==> config.mk <==
export PLATFORM = sky130hd
export DESIGN_NAME = wb_register_file
export DESIGN_NICKNAME = d
export VERILOG_FILES = /design/src/rtl/rv_pkg.sv /design/src/rtl/wb_register_file_read_port.sv /design/src/rtl/wb_register_file.sv
export SDC_FILE = /design/constraint.sdc
export NUM_CORES = 1
export LEC_CHECK = 0
export ABC_CLOCK_PERIOD_IN_PS = 11100
export CAP_MARGIN = 20
export CORE_MARGIN = 10
export CORE_UTILIZATION = 40
export CTS_CLUSTER_SIZE = 16
export DETAILED_ROUTE_END_ITERATION = 12
export GPL_ROUTABILITY_DRIVEN = 0
export PLACE_DENSITY_LB_ADDON = 0.3
export SYNTH_ARGS = -nofsm -noshare
export SYNTH_HDL_FRONTEND = slang
export SYNTH_HIERARCHICAL = 1
export SYNTH_SLANG_ARGS = --single-unit
==> constraint.sdc <==
create_clock -name clk -period 11.1 [get_ports clk]
set_clock_uncertainty 0.15 [all_clocks]
set_input_delay 3.33 -clock clk [delete_from_list [all_inputs] [get_ports clk]]
set_output_delay 3.33 -clock clk [all_outputs]
set_load 0.01 [all_outputs]
==> src/rtl/rv_pkg.sv <==
// Shared constants and types for the architectural integer register file.
package rv_pkg;

   localparam int XLEN = 32;
   localparam int NREG = 32;
   localparam int AW   = 5;

   localparam logic [AW-1:0] REG_ZERO = 5'd0;

   typedef enum logic {
      RF_CLEAR = 1'b0,
      RF_RUN   = 1'b1
   } rf_state_t;

endpackage

==> src/rtl/wb_register_file_read_port.sv <==
// One decode read port: x0 forcing, write-first bypass from writeback, and
// zero output while the array is being cleared.
module rf_read_port
   import rv_pkg::*;
(
   input  logic [AW-1:0]   addr_i,
   input  logic            clearing_i,
   input  logic            wr_en_i,
   input  logic [AW-1:0]   wr_idx_i,
   input  logic [XLEN-1:0] wr_data_i,
   input  logic [XLEN-1:0] mem_data_i,
   output logic [XLEN-1:0] rd_o
);

   // Read selection, priority: x0, bypass, clearing, stored value.
   always_comb begin
      rd_o = {XLEN{1'b0}};
      if (addr_i == REG_ZERO) begin
         rd_o = {XLEN{1'b0}};
      end else if (!clearing_i && wr_en_i && (wr_idx_i == addr_i)) begin
         rd_o = wr_data_i;
      end else if (clearing_i) begin
         rd_o = {XLEN{1'b0}};
      end else begin
         rd_o = mem_data_i;
      end
   end

endmodule

==> src/rtl/wb_register_file.sv <==
// Architectural register file fed by writeback: clear sequencer FSM, storage
// array and two bypassed combinational read ports.
module wb_register_file
   import rv_pkg::*;
(
   input  logic            clk,
   input  logic            rst,
   input  logic            RegWriteEnD,
   input  logic [AW-1:0]   RdD,
   input  logic [XLEN-1:0] ResultD,
   input  logic [AW-1:0]   A1,
   input  logic [AW-1:0]   A2,
   output logic [XLEN-1:0] RD1,
   output logic [XLEN-1:0] RD2,
   output logic            Ready
);

   localparam logic [AW-1:0] FIRST_IDX = 5'd1;
   localparam logic [AW-1:0] LAST_IDX  = AW'(NREG - 1);

   rf_state_t         state_q, state_d;
   logic [AW-1:0]     clr_idx_q, clr_idx_d;
   logic              clr_we_s;
   logic              wb_we_s;
   logic              clearing_s;
   logic [XLEN-1:0]   mem_q [NREG];

   // State and clear-index registers.
   always_ff @(posedge clk) begin
      if (rst) begin
         state_q   <= RF_CLEAR;
         clr_idx_q <= FIRST_IDX;
      end else begin
         state_q   <= state_d;
         clr_idx_q <= clr_idx_d;
      end
   end

   // Next state and write strobes; the index holds at NREG-1 instead of wrapping.
   always_comb begin
      state_d   = state_q;
      clr_idx_d = clr_idx_q;
      clr_we_s  = 1'b0;
      wb_we_s   = 1'b0;
      if (rst) begin
         state_d   = RF_CLEAR;
         clr_idx_d = FIRST_IDX;
      end else begin
         case (state_q)
            RF_CLEAR: begin
               clr_we_s = 1'b1;
               if (clr_idx_q == LAST_IDX) begin
                  state_d   = RF_RUN;
                  clr_idx_d = clr_idx_q;
               end else begin
                  state_d   = RF_CLEAR;
                  clr_idx_d = clr_idx_q + 5'd1;
               end
            end
            RF_RUN: begin
               wb_we_s = RegWriteEnD && (RdD != REG_ZERO);
            end
            default: begin
               state_d   = RF_CLEAR;
               clr_idx_d = FIRST_IDX;
            end
         endcase
      end
   end

   // Storage array: no flop reset, contents come only from the sequencer or writeback.
   always_ff @(posedge clk) begin
      if (clr_we_s) begin
         mem_q[clr_idx_q] <= {XLEN{1'b0}};
      end else if (wb_we_s) begin
         mem_q[RdD] <= ResultD;
      end
   end

   // The reset cycle behaves like clearing so reads and Ready drop immediately.
   assign clearing_s = rst || (state_q != RF_RUN);
   assign Ready      = !clearing_s;

   rf_read_port u_rd1 (
      .addr_i     (A1),
      .clearing_i (clearing_s),
      .wr_en_i    (RegWriteEnD),
      .wr_idx_i   (RdD),
      .wr_data_i  (ResultD),
      .mem_data_i (mem_q[A1]),
      .rd_o       (RD1)
   );

   rf_read_port u_rd2 (
      .addr_i     (A2),
      .clearing_i (clearing_s),
      .wr_en_i    (RegWriteEnD),
      .wr_idx_i   (RdD),
      .wr_data_i  (ResultD),
      .mem_data_i (mem_q[A2]),
      .rd_o       (RD2)
   );

endmodule
==> results of run 1 <==
## final cells by class
type	instances	area, µm²	area share (%)
antenna	3	7.51	0.0131
clock buffer	135	2830	4.91
clock inverter	56	493	0.857
inverter	3	11.3	0.0196
multi-input combinational	2399	18700	32.5
sequential	1030	30900	53.7
tap	1650	2060	3.59
timing repair buffer	231	2540	4.42
## logic make-up (layout without fill, tap and decap cells)
family | after synthesis | after routing
multiplexers | 1088 | 1088
flip-flops | 1030 | 1030
AO/OA/AOI/OAI | 660 | 660
AND/OR/NAND/NOR | 636 | 636
buffers and inverters | 284 | 425
XOR/XNOR | 13 | 13
adder cells (fa/ha/maj) | 2 | 2
other | 0 | 3
## synthesized netlist by cell type (all sizes together) (34+ instances only)
master  instances  area share (%)
a31oi          68            0.89
and2           34            0.42
edfxtp       1024              61
a22oi         192             2.8
buf           160             1.7
a22o          128             2.2
mux2i        1088              22
nand2         265             2.0
a21oi         195             1.9
nor3           67            0.67
o21ai          74            0.73
nor2           46            0.34
clkbuf        115            0.85
nand3         193             1.9
## worst max-delay path: cells and delay by family
family	cells	cell delay, ns
mux	1	0.11
simple gates	4	1.20
buf+inv	4	1.98
compound gates	1	0.10
## final timing paths
check | from | to | slack (ns) | cells after the start
setup reg to reg | state_q | mem_q[12][19] | 6.66 | 7
setup / recovery | A2[2] | RD2[30] | 0.85 | 10
hold reg to reg | clr_idx_q[1] | clr_idx_q[1] | 0.39 | 2
hold / removal | clr_idx_q[1] | clr_idx_q[1] | 0.39 | 2
## through the flow
step                      worst slack [ns]  hold WS (ns)  area (µm²)  util (%)
after detailed placement             0.959         0.380       54000      42.9
after CTS                            0.945         0.391       57300      45.6
after global placement               0.985         0.376       54000      42.9
after global routing                 0.843         0.413       57500      45.7
final                                0.851         0.393       57500      45.7
after floorplan                       2.86         0.342       50600         -
## per-layer routing
metal / vias up / GRT usage (%)
met1: 17400 / 30.7
met3: 355 / 5.19
met5: - / 0
li1: 14600 / -
met4: 16 / 9.68
met2: 1669 / 35.1
## power by group through the flow
stage / Sequential (µW) / Clock (µW) / Combinational, µW
5_1_grt: 4270 / 3670 / 711
3_5_place_dp: 4350 / 0 / 671
2_1_floorplan: 4350 / 0 / 419
4_1_cts: 4270 / 3500 / 674
6_report: 4270 / 3470 / 686
3_3_place_gp: 4350 / 0 / 670
## flip-flops by register name, summed over array words and instances, names as in the netlist
register / flops
clr_idx_q: 5
mem_q: 1024
state_q: 1
==> impl_metrics.tcl, run 1 <==
set metrics [dict create \
    power.share.clock_pct 41.2 \
    yosysSeqAreaShare_pct 61.0 \
    drv_slew 0 \
    instances_no_fill 5507 \
    combPwrFrac_pct 8.1 \
    cts.path.max_buffers 3 \
    gr-total-overflow 0 \
    synthCells 3713 \
    grt_pass1_wl_um 236000 \
    slowest_stage "nor2b_4" \
    final_cell_mix "mux2i_1, edfxtp_1, nand2_1, a21oi_1, nand3_1" \
    fmax_mhz 97.6 \
    drt-total-wl_um 167000 \
    ys_types 42 \
    synthMuxAreaShare_pct 21.5 \
    dieHeight_um 376 \
    grt_pass1_vias 33600 \
    grt_max_degree 96 \
    cts_root_buf "clkbuf_16" \
    min_path_type "register to register" \
    drc 0 \
    cts_buffers 106 \
    slowest_delay_ns 0.81 \
    synth-edff-count 1024 \
    tightest_slew_ns 1.12 \
    cts.hold.buffers_added 0 \
    antenna_found_initial 14 \
    max_slew_margin_pct 25.4 \
    min_period_over_period_pct 92.3 \
    ys.flop_type "edfxtp_1" \
    min_period_ns 10.25 \
    cts_tree "built" \
    placed_cells 5305 \
    clock_sinks 1030 \
    numPortBuffers 114 \
    dr.pass1.iters 6 \
    hold_viol 0 \
    synth_xor_area_share_pct 0.225 \
    cp-start-kind "input pin" \
    maxCapViolCount 0 \
    p_sw_share_pct 23.0 \
    ctsResizeCount 0 \
    layout.nets 3823 \
    critPathMaxFanout 21 \
    final_common_cell "mux2i_1" \
    cts_setup_buffers 0 \
    clk_pin_slew_ns 0.06 \
    worstPathArrival_ns 6.77 \
    synth-seq-cells 1030 \
    rows 130 \
    p_switching_uw 1940 \
    setup_violations 0 \
    static-leakage-power_uw 0.0201 \
    synth_top_family_by_area "multiplexers" \
    grt_usage_pct 22.8 \
    clkLatencyLatePin_ns 0.68 \
    routed_via_density 6.20 \
    ant_nets 0 \
    setup_tns_ns 0 \
    io_pins 115 \
    syn2layout_area_growth_pct 13.6 \
    synth_nets 3765 \
    top_layer "met5" \
    fillers 11100 \
    worstSetupPathType "input pin to primary output" \
    place_hpwl_um 88600 \
    crit_chain "clkdlybuf4s50_1 -> nor2b_4 -> buf_4 -> buf_4 -> a21oi_1 -> nand3_1 -> nand3_1 -> nand2_1 -> mux2i_1 -> clkdlybuf4s50_1" \
    power_uw 8420 \
    wire_per_inst_um 30.3 \
    die_area_um2 141000 \
    wl_met3_um 16200 \
    yosysWarnings 6 \
    synth_compound_area_share_pct 8.70 \
    dr_total_vias 34100 \
    synth-adder-area-share_pct 0.0494 \
    htreeDepth 3 \
    synth-simple-area-share_pct 5.81 \
    required_ns 7.62 \
    vdd_drop_max_mv 0.141 \
    status "finished clean" \
    initial_core_util_pct 40.3 \
    synth_area_um2 50600 \
    critPathCaptureType "primary output" \
    drive_gt1_share_pct 8.35 \
    rsz0062_at_grt "no" \
    intPower_uw 6490 \
    power_frac_seq_pct 50.7 \
    ys_async_sr_fraction_pct 0 \
    wl_met1_um 68600 \
    syn_avg_cell_area_um2 13.6 \
    coreArea_um2 126000 \
    die_w_um 376 \
    p_per_area_nw_per_um2 147 \
    dr_wl_met2_um 74600 \
    drtIter0Drc 4213 \
]
Note: power is estimated with default switching activity, not from simulation.
==> run 2: changes to the inputs <==
--- a/config.mk
+++ b/config.mk
@@ -8,8 +8,7 @@
 export ABC_CLOCK_PERIOD_IN_PS = 11100
 export CAP_MARGIN = 20
 export CORE_MARGIN = 10
-export CORE_UTILIZATION = 40
-export CTS_CLUSTER_SIZE = 16
+export CORE_UTILIZATION = 55
 export DETAILED_ROUTE_END_ITERATION = 12
 export GPL_ROUTABILITY_DRIVEN = 0
 export PLACE_DENSITY_LB_ADDON = 0.3
==> run 2 against run 1 <==
Cell count down 8.9%. Sequential share of layout area up 0.90 points. Die area down 26%. First-iteration DRC count up 23%. Clock power down 3%. Non-clock buffer count down 15. Core utilization up 16 points. Sequential power about the same. Critical path type unchanged. Critical endpoint unchanged.
==> impl_metrics.tcl, run 2 (synthesized netlist as in run 1, its figures left out) <==
set metrics [dict create \
    setup_tns_ns 0 \
    cts.path.max_buffers 3 \
    dpl_cell_area_um2 53300 \
    required_ns 7.62 \
    ctsResizeCount 0 \
    maxCapViolCount 0 \
    grt_pass1_vias 34100 \
    critPathMaxFanout 17 \
    drc 0 \
    critPathCaptureType "primary output" \
    cts.hold.buffers_added 0 \
    numPortBuffers 114 \
    syn2layout_area_growth_pct 11.7 \
    cp-start-kind "input pin" \
    dr.pass1.iters 6 \
    ant_nets 0 \
    hold_viol 0 \
    static-leakage-power_uw 0.0199 \
    antenna_found_initial 7 \
    rsz0062_at_grt "no" \
    reg2reg_slack_ns 6.99 \
    die_w_um 323 \
    grt_usage_pct 29.6 \
    io_pins 115 \
    dieHeight_um 323 \
    largest_reg_flops 1024 \
    gr-total-overflow 0 \
    instances_no_fill 5016 \
    final_cell_mix "mux2i_1, edfxtp_1, nand2_1, a21oi_1, nand3_1" \
    cts_setup_buffers 0 \
    p_per_area_nw_per_um2 147 \
    fmax_mhz 99.2 \
    regArea_um2 30900 \
    clkLatencyLatePin_ns 0.66 \
    vdd_drop_max_mv 0.118 \
    initial_core_util_pct 55.3 \
    place_hpwl_um 84600 \
    finish.instance_area_um2 56500 \
    htreeDepth 3 \
    routed_via_density 6.97 \
    cts_root_buf "clkbuf_16" \
    drive_gt1_share_pct 7.87 \
    largest-register "mem_q" \
    clk_pin_slew_ns 0.06 \
    coreArea_um2 91500 \
    cts_buffers 103 \
    clock_sinks 1030 \
    cts_tree "built" \
    drt-total-wl_um 159000 \
    grt_max_degree 121 \
    min_period_ns 10.08 \
    die_area_um2 105000 \
    reg_top3 "mem_q x1024, clr_idx_q x5, state_q x1" \
    dr_total_vias 35000 \
    drtIter0Drc 5191 \
    placed_cells 4830 \
    setup_violations 0 \
    multi_input_area_um2 18700 \
    worstPathArrival_ns 6.60 \
    final_common_cell "mux2i_1" \
    hold_slack_ns 0.421 \
    status "finished clean" \
    wire_per_inst_um 31.8 \
    grt_pass1_wl_um 227000 \
    min_path_type "register to register" \
    min_period_over_period_pct 90.8 \
    fillers 6720 \
    worstSetupPathType "input pin to primary output" \
    rows 111 \
    tightest_slew_ns 1.12 \
    max_slew_margin_pct 24.9 \
    layout.nets 3805 \
    drv_slew 0 \
]
==> run 2: changes by cell type in the layout (fill, tap and decap cells not counted), moves of 2 or more <==
cell / delta
clkbuf_16: -4
clkbuf_1: -3
buf_16: -3
buf_4: -9
clkinv_1: -3
buf_12: -3
bufinv_16: -2
==> run 2: per-stage QoR <==
step           util, %  setup slack (ns)  power (µW)
6_report          61.8              1.02        8300
3_3_place_gp      58.2              1.12        5000
4_1_cts           61.7              1.11        8280
2_1_floorplan        -              2.86        4760
5_1_grt           61.8             0.997        8480
3_5_place_dp      58.2              1.12        5010
==> run 2: path summary, 6_finish.rpt <==
path	start	endpoint	cells after the start
max reg2reg	state_q	mem_q[12][18]	7
max	A2[3]	RD2[30]	9
min reg2reg	clr_idx_q[1]	clr_idx_q[1]	2
min	clr_idx_q[1]	clr_idx_q[1]	2
==> run 2: cell type report <==
| cell class | instances | share of cell area, % |
|---|---|---|
| clock buffer | 129 | 4.84 |
| multi-input combinational | 2399 | 33.1 |
| timing repair buffer | 216 | 4.10 |
| clock inverter | 50 | 0.750 |
| antenna | 3 | 0.0133 |
| inverter | 3 | 0.0199 |
| sequential | 1030 | 54.6 |
| tap | 1186 | 2.62 |
==> run 2: power by group <==
group          total, µW  internal (µW)  switching (µW)
Clock               3350           1900            1450
Sequential          4270           4250            16.2
Combinational        681            239             442
==> run 2: layer usage <==
layer / part of all wire (%) / up-vias / track usage, %
met1: 38 / 17400 / 40.5
met5: 0.0082 / - / 0
li1: - / 14600 / -
met3: 13 / 450 / 6.00
met2: 45 / 2495 / 45.1
met4: 4.8 / 2 / 13.8
==> run 2: worst max-delay path, stage by stage <==
cell	delay (ns)
clkdlybuf4s50_1	0.69
nand2b_2	0.77
buf_4	0.40
a21oi_1	0.07
a31oi_1	0.24
nand3_1	0.29
nand2_1	0.15
mux2i_1	0.09
clkdlybuf4s50_1	0.51
